**src/rtl/des_pkg.sv**
```systemverilog
// des_pkg: shared types, FIPS 46-3 permutation tables and a generic
// table-driven permute helper for the DES permutation pipeline.
//   des_block_t        64-bit block. FIPS bit 1 is [63] and bit 64 is [0].
//   des_perm_mode_e    selects the initial (IP) or the final (IP^-1) permutation.
//   DES_IP_TABLE/FP    1-based FIPS source-bit tables.
//   des_permute()      out bit i = in bit tbl[i], both numbered MSB-first.
package des_pkg;

  typedef logic [63:0] des_block_t;

  typedef enum logic {
    DES_MODE_IP = 1'b0,
    DES_MODE_FP = 1'b1
  } des_perm_mode_e;

  typedef int unsigned des_table_t [64];

  localparam des_table_t DES_IP_TABLE = '{
    58, 50, 42, 34, 26, 18, 10,  2,
    60, 52, 44, 36, 28, 20, 12,  4,
    62, 54, 46, 38, 30, 22, 14,  6,
    64, 56, 48, 40, 32, 24, 16,  8,
    57, 49, 41, 33, 25, 17,  9,  1,
    59, 51, 43, 35, 27, 19, 11,  3,
    61, 53, 45, 37, 29, 21, 13,  5,
    63, 55, 47, 39, 31, 23, 15,  7
  };

  localparam des_table_t DES_FP_TABLE = '{
    40,  8, 48, 16, 56, 24, 64, 32,
    39,  7, 47, 15, 55, 23, 63, 31,
    38,  6, 46, 14, 54, 22, 62, 30,
    37,  5, 45, 13, 53, 21, 61, 29,
    36,  4, 44, 12, 52, 20, 60, 28,
    35,  3, 43, 11, 51, 19, 59, 27,
    34,  2, 42, 10, 50, 18, 58, 26,
    33,  1, 41,  9, 49, 17, 57, 25
  };

  // Table entry i (0-based) names the 1-based source bit for output bit i+1.
  // In vector index form: out[63-i] = block[64-tbl[i]].
  function automatic des_block_t des_permute(input des_block_t block,
                                             input des_table_t tbl);
    des_block_t res;
    logic [5:0] dst;
    logic [5:0] src;
    res = '0;
    for (int unsigned i = 0; i < 64; i++) begin
      dst      = 6'(63 - i);
      src      = 6'(64 - tbl[i]);
      res[dst] = block[src];
    end
    return res;
  endfunction

endpackage

```
**src/rtl/des_pipe_slice.sv**
```systemverilog
// des_pipe_slice: one pipeline register stage holding {valid, data, tag}.
//   clk, rst     rising-edge clock, synchronous active-high reset
//   load_valid   upstream beat present (input port or previous stage)
//   load_data    upstream block
//   load_tag     upstream sideband tag
//   advance      downstream takes this stage's beat this cycle
//   accept       this stage loads this cycle (empty or advancing)
//   valid/data/tag  registered stage contents
import des_pkg::*;

module des_pipe_slice #(
  parameter int unsigned TAG_W = 4
) (
  input  logic             clk,
  input  logic             rst,
  input  logic             load_valid,
  input  des_block_t       load_data,
  input  logic [TAG_W-1:0] load_tag,
  input  logic             advance,
  output logic             accept,
  output logic             valid,
  output des_block_t       data,
  output logic [TAG_W-1:0] tag
);

  // An empty stage always loads, so bubbles collapse toward the output.
  assign accept = !valid || advance;

  always_ff @(posedge clk) begin
    if (rst) begin
      valid <= 1'b0;
      data  <= '0;
      tag   <= '0;
    end else if (accept) begin
      valid <= load_valid;
      // Payload registers only move with a real beat.
      if (load_valid) begin
        data <= load_data;
        tag  <= load_tag;
      end
    end
  end

endmodule

```
**src/rtl/des_perm_pipe.sv**
```systemverilog
// des_perm_pipe: pipelined DES initial/final permutation with valid/ready.
//   clk, rst           rising-edge clock, synchronous active-high reset
//   in_valid/in_ready  input handshake (in_ready is combinational)
//   in_mode            0 = IP, 1 = FP (IP^-1)
//   in_swap            exchange 32-bit halves before FP; ignored for IP
//   in_data, in_tag    input block and sideband tag
//   out_valid/out_ready  output handshake
//   out_data, out_tag  permuted block and its tag
// PIPE_STAGES (1..4) register stages; latency equals PIPE_STAGES with no stall.
import des_pkg::*;

module des_perm_pipe #(
  parameter int unsigned PIPE_STAGES = 2,
  parameter int unsigned TAG_W       = 4
) (
  input  logic             clk,
  input  logic             rst,
  input  logic             in_valid,
  output logic             in_ready,
  input  logic             in_mode,
  input  logic             in_swap,
  input  logic [63:0]      in_data,
  input  logic [TAG_W-1:0] in_tag,
  output logic             out_valid,
  input  logic             out_ready,
  output logic [63:0]      out_data,
  output logic [TAG_W-1:0] out_tag
);

  if (PIPE_STAGES < 1 || PIPE_STAGES > 4) begin : g_bad_stages
    $error("des_perm_pipe: PIPE_STAGES must be in 1..4");
  end
  if (TAG_W < 1) begin : g_bad_tag
    $error("des_perm_pipe: TAG_W must be at least 1");
  end

  des_perm_mode_e mode;
  des_block_t     perm_src;
  des_block_t     perm_data;

  assign mode = des_perm_mode_e'(in_mode);

  always_comb begin
    perm_src = in_data;
    if (mode == DES_MODE_FP && in_swap) begin
      perm_src = {in_data[31:0], in_data[63:32]};
    end
    perm_data = (mode == DES_MODE_FP) ? des_permute(perm_src, DES_FP_TABLE)
                                      : des_permute(perm_src, DES_IP_TABLE);
  end

  logic [PIPE_STAGES-1:0] up_valid;
  logic [PIPE_STAGES-1:0] stage_valid;
  logic [PIPE_STAGES-1:0] stage_accept;
  logic [PIPE_STAGES-1:0] stage_advance;
  des_block_t             up_data    [PIPE_STAGES];
  des_block_t             stage_data [PIPE_STAGES];
  logic [TAG_W-1:0]       up_tag     [PIPE_STAGES];
  logic [TAG_W-1:0]       stage_tag  [PIPE_STAGES];

  for (genvar k = 0; k < PIPE_STAGES; k++) begin : g_stage
    if (k == 0) begin : g_head
      assign up_valid[k] = in_valid;
      assign up_data[k]  = perm_data;
      assign up_tag[k]   = in_tag;
    end else begin : g_body
      assign up_valid[k] = stage_valid[k-1];
      assign up_data[k]  = stage_data[k-1];
      assign up_tag[k]   = stage_tag[k-1];
    end

    // Ready ripples back from the output: a stage advances when the next
    // one will load this cycle.
    if (k == PIPE_STAGES - 1) begin : g_tail
      assign stage_advance[k] = out_ready;
    end else begin : g_link
      assign stage_advance[k] = stage_accept[k+1];
    end

    des_pipe_slice #(
      .TAG_W(TAG_W)
    ) u_slice (
      .clk       (clk),
      .rst       (rst),
      .load_valid(up_valid[k]),
      .load_data (up_data[k]),
      .load_tag  (up_tag[k]),
      .advance   (stage_advance[k]),
      .accept    (stage_accept[k]),
      .valid     (stage_valid[k]),
      .data      (stage_data[k]),
      .tag       (stage_tag[k])
    );
  end

  assign in_ready  = stage_accept[0];
  assign out_valid = stage_valid[PIPE_STAGES-1];
  assign out_data  = stage_data[PIPE_STAGES-1];
  assign out_tag   = stage_tag[PIPE_STAGES-1];

endmodule

```
**config.mk**
```make
export PLATFORM = sky130hd
export DESIGN_NAME = des_perm_pipe
export DESIGN_NICKNAME = d
export VERILOG_FILES = /design/src/rtl/des_pkg.sv /design/src/rtl/des_pipe_slice.sv /design/src/rtl/des_perm_pipe.sv
export SDC_FILE = /design/constraint.sdc
export NUM_CORES = 1
export LEC_CHECK = 0
export CORE_MARGIN = 4
export CORE_UTILIZATION = 45
export DETAILED_ROUTE_END_ITERATION = 8
export GPL_TIMING_DRIVEN = 0
export HOLD_SLACK_MARGIN = 0.05
export PLACE_DENSITY = 0.76
export SLEW_MARGIN = 20
export SYNTH_ARGS = -nofsm -noshare
export SYNTH_HDL_FRONTEND = slang
export SYNTH_SLANG_ARGS = --single-unit
```
**constraint.sdc**
```tcl
create_clock -name clk -period 1.2 [get_ports clk]
set_input_delay 0.18 -clock clk [delete_from_list [all_inputs] [get_ports clk]]
set_output_delay 0.18 -clock clk [all_outputs]
set_load 0.01 [all_outputs]
```
==> flow_summary_export.csv <==
group,metric,value,unit
status,status,"finished with violations",
status,violations,"setup timing",
clocking,clock_insertion_delay_worst_skew,420,ps
timing,slew-limit-headroom,64.0,%
timing,min_period,1540,ps
setup_path,crit_path_start,"out_ready",
timing,setup_viol_count_final,109,
routing,drtPass1Iterations,5,
placement,io_buffers,139,
timing,hold_viol_final,0,
floorplanning,start_util,45.8,%
timing,tightest_slew,540,ps
floorplanning,die_x,124,µm
placement,place.gp.congestion,0.922,
clocking,root_buffer,"clkbuf_16",
setup_path,r2r-start,"g_stage[1].u_slice.valid",
synth,synth.area.top_cells,"dfxtp_1, a21oi_1, mux2i_1",
floorplanning,die_area,15300,µm²
timing,max_freq,648,MHz
synth,synth_seq_cells,138,
routing,avgViaCountPerCell,5.92,
floorplanning,fp.coreArea,13200,µm²
timing,rsz0062_at_grt,"true",
setup_path,cp.arrival,1910,ps
layout,drive_gt1_share,21.7,%
placement,placed_area,7680,µm²
synth,async_flop_share,0,%
pwr,p_per_area,1410,nW/µm²
clocking,clockBufferDepth,2,
routing,remaining_drc_errors,0,
synth,seq_area_frac_synth,45.8,%
grt,grt_pass1_vias,6069,
clocking,clk_pin_slew,60,ps
synth,yosys.cell_types.count,22,
routing,wire_per_inst,20.3,µm
synth,synth_top_area_share,45.8,%
routing,routed_wl,21.7,mm
grt,grt_pass1_wl,32.3,mm
floorplanning,pin_count,144,
floorplanning,placementRows,42,
flow_run,cap_violations,0,
setup_path,crit_path_start_kind,"primary input",
pwr,irDropWorstVdd,0.701,mV
synth,yosys.area.top_type,"dfxtp_1",
setup_path,cp.required,1560,ps
hold_path,min_from,"in_valid",
timing,holdWs,131,ps
clocking,clock_sinks,138,
timing,fin_ws,-344,ps
hold_path,holdCritPathClass,"in2reg",
setup_path,critPathCaptureType,"flip-flop",
synth,syn_inst,697,
layout,diodes,0,
synth,synth_fp_nets,771,
synth,yosysWarnings,0,
synth,synth_flop_cell,"dfxtp_1",
placement,dp_hpwl,15.2,mm
clocking,cts_buffers,17,
timing,fin_skew,5.89,ps
grt,antenna_found_initial,0,
clocking,htreeDepth,4,
routing,dr_total_vias,6315,
clocking,cts_tree,"done",
timing,slew_violations,0,
pwr,power.total,12.4,mW
timing,period_share,129,%
layout,nNetsFinal,952,
synth,synth.avg_cell_area,8.66,µm²
layout,finalInstanceArea,8760,µm²
setup_path,cp_max_fo,5,
synth,synth_common_cells,"a21oi_1, dfxtp_1, nand3_1, nor2_1, o21ai_0",
floorplanning,die_h,124,µm
setup_path,worstSetupPathType,"in2reg",
routing,ant_nets,0,
layout,finalNonFillerCells,1067,
grt,grt_usage,27.9,%
routing,drtIter0Drc,628,
pwr,p_leak,3.57,nW
synth,synth_area,6040,µm²
grt,grt.overflow.total,0,
placement,placed_cells,1012,
grt,grt_max_degree,17,
layout,areaGrowthSynthToFinish,45.1,%
synth,synth-edff-count,0,
## sequential cells by signal, indices dropped and copies added, names as in the netlist
signal,cells
g_stage.u_slice.tag,8
g_stage.u_slice.valid,2
g_stage.u_slice.data,128
## cells in the final DEF (no fill, tap or decap), types with 3 or more instances in the layout
cell / n
buf_2: 19
nand2_1: 5
dfxtp_2: 5
a22o_1: 60
clkbuf_2: 49
a21oi_1: 129
clkinv_2: 4
clkdlybuf4s15_1: 13
o21ai_0: 29
buf_4: 14
nor2_1: 60
nand3_2: 4
clkbuf_16: 23
o21ai_1: 43
mux2i_1: 60
buf_8: 13
clkbuf_1: 20
clkdlybuf4s15_2: 6
buf_16: 3
bufinv_16: 4
clkinvlp_4: 3
clkdlybuf4s50_1: 69
buf_6: 21
clkbuf_8: 3
a21oi_2: 9
a311oi_1: 4
dfxtp_1: 133
buf_12: 3
nand3_1: 72
## metal layers
layer	share of wire (%)	global-route usage, %	wire length, µm
met1	43	37.0	9240
met2	45	42.6	9750
met3	8.2	6.86	1790
met4	4.1	13.0	883
met5	0	0	0
## critical path: stages
cell and delay, ps:
clkdlybuf4s50_1 540, and3b_2 280, buf_12 140, nor3_4 250, clkbuf_16 240, clkbuf_16 140
a22o_1 110
## power breakdown
part / leakage (nW) / total (mW) / internal (mW) / switching (mW)
Sequential: 1.13 / 4.98 / 4.83 / 0.146
Combinational: 2.14 / 1.82 / 0.872 / 0.948
Clock: 0.302 / 5.58 / 3.57 / 2.00
Total: 3.57 / 12.4 / 9.27 / 3.10
## cell type report
type                       instances  area [µm²]
sequential                       138        2770
fill                            1036        4430
clock buffer                      20         457
clock inverter                    12         171
tap                              176         220
inverter                           3        21.3
buffer                            72         581
multi-input combinational        481        2970
timing repair buffer             165        1570
## final timing paths
check	endpoint	slack (ps)	depth (start not counted)
max	g_stage[0].u_slice.data[57]	-340	7
min	g_stage[0].u_slice.tag[1]	130	3
max reg2reg	g_stage[0].u_slice.data[57]	-340	6
min reg2reg	g_stage[1].u_slice.data[10]	470	2
## repair_timing
action | 4_1_cts | 5_1_grt
buffers inserted | 12 | 5
gates resized for setup | 243 | 116
pin swaps | 28 | 7
gates cloned | 4 | 6
hold buffers | 0 | 0
setup endpoints to repair | 208 | 190
## logic make-up (layout without fill, tap and decap cells)
group / count (synthesis) / count (layout) / synth area share, %
DFF: 138 / 138 / 45.8
buffers and inverters: 78 / 272 / 6.38
AOI/OAI and AO/OA: 275 / 275 / 27.0
and+or+nand+nor: 146 / 146 / 10.9
muxes: 60 / 60 / 9.95
## metrics by stage
step           TNS [ps]  setup slack (ps)  utilization, %
6_report         -22780              -344            66.4
5_1_grt          -26290              -368            66.4
4_1_cts          -25280              -383            66.5
3_5_place_dp     -93000              -852            58.2
3_3_place_gp     -91470              -815            58.2
2_1_floorplan     -5150             -81.6               -
No activity file was read; power rests on OpenSTA's default activity.
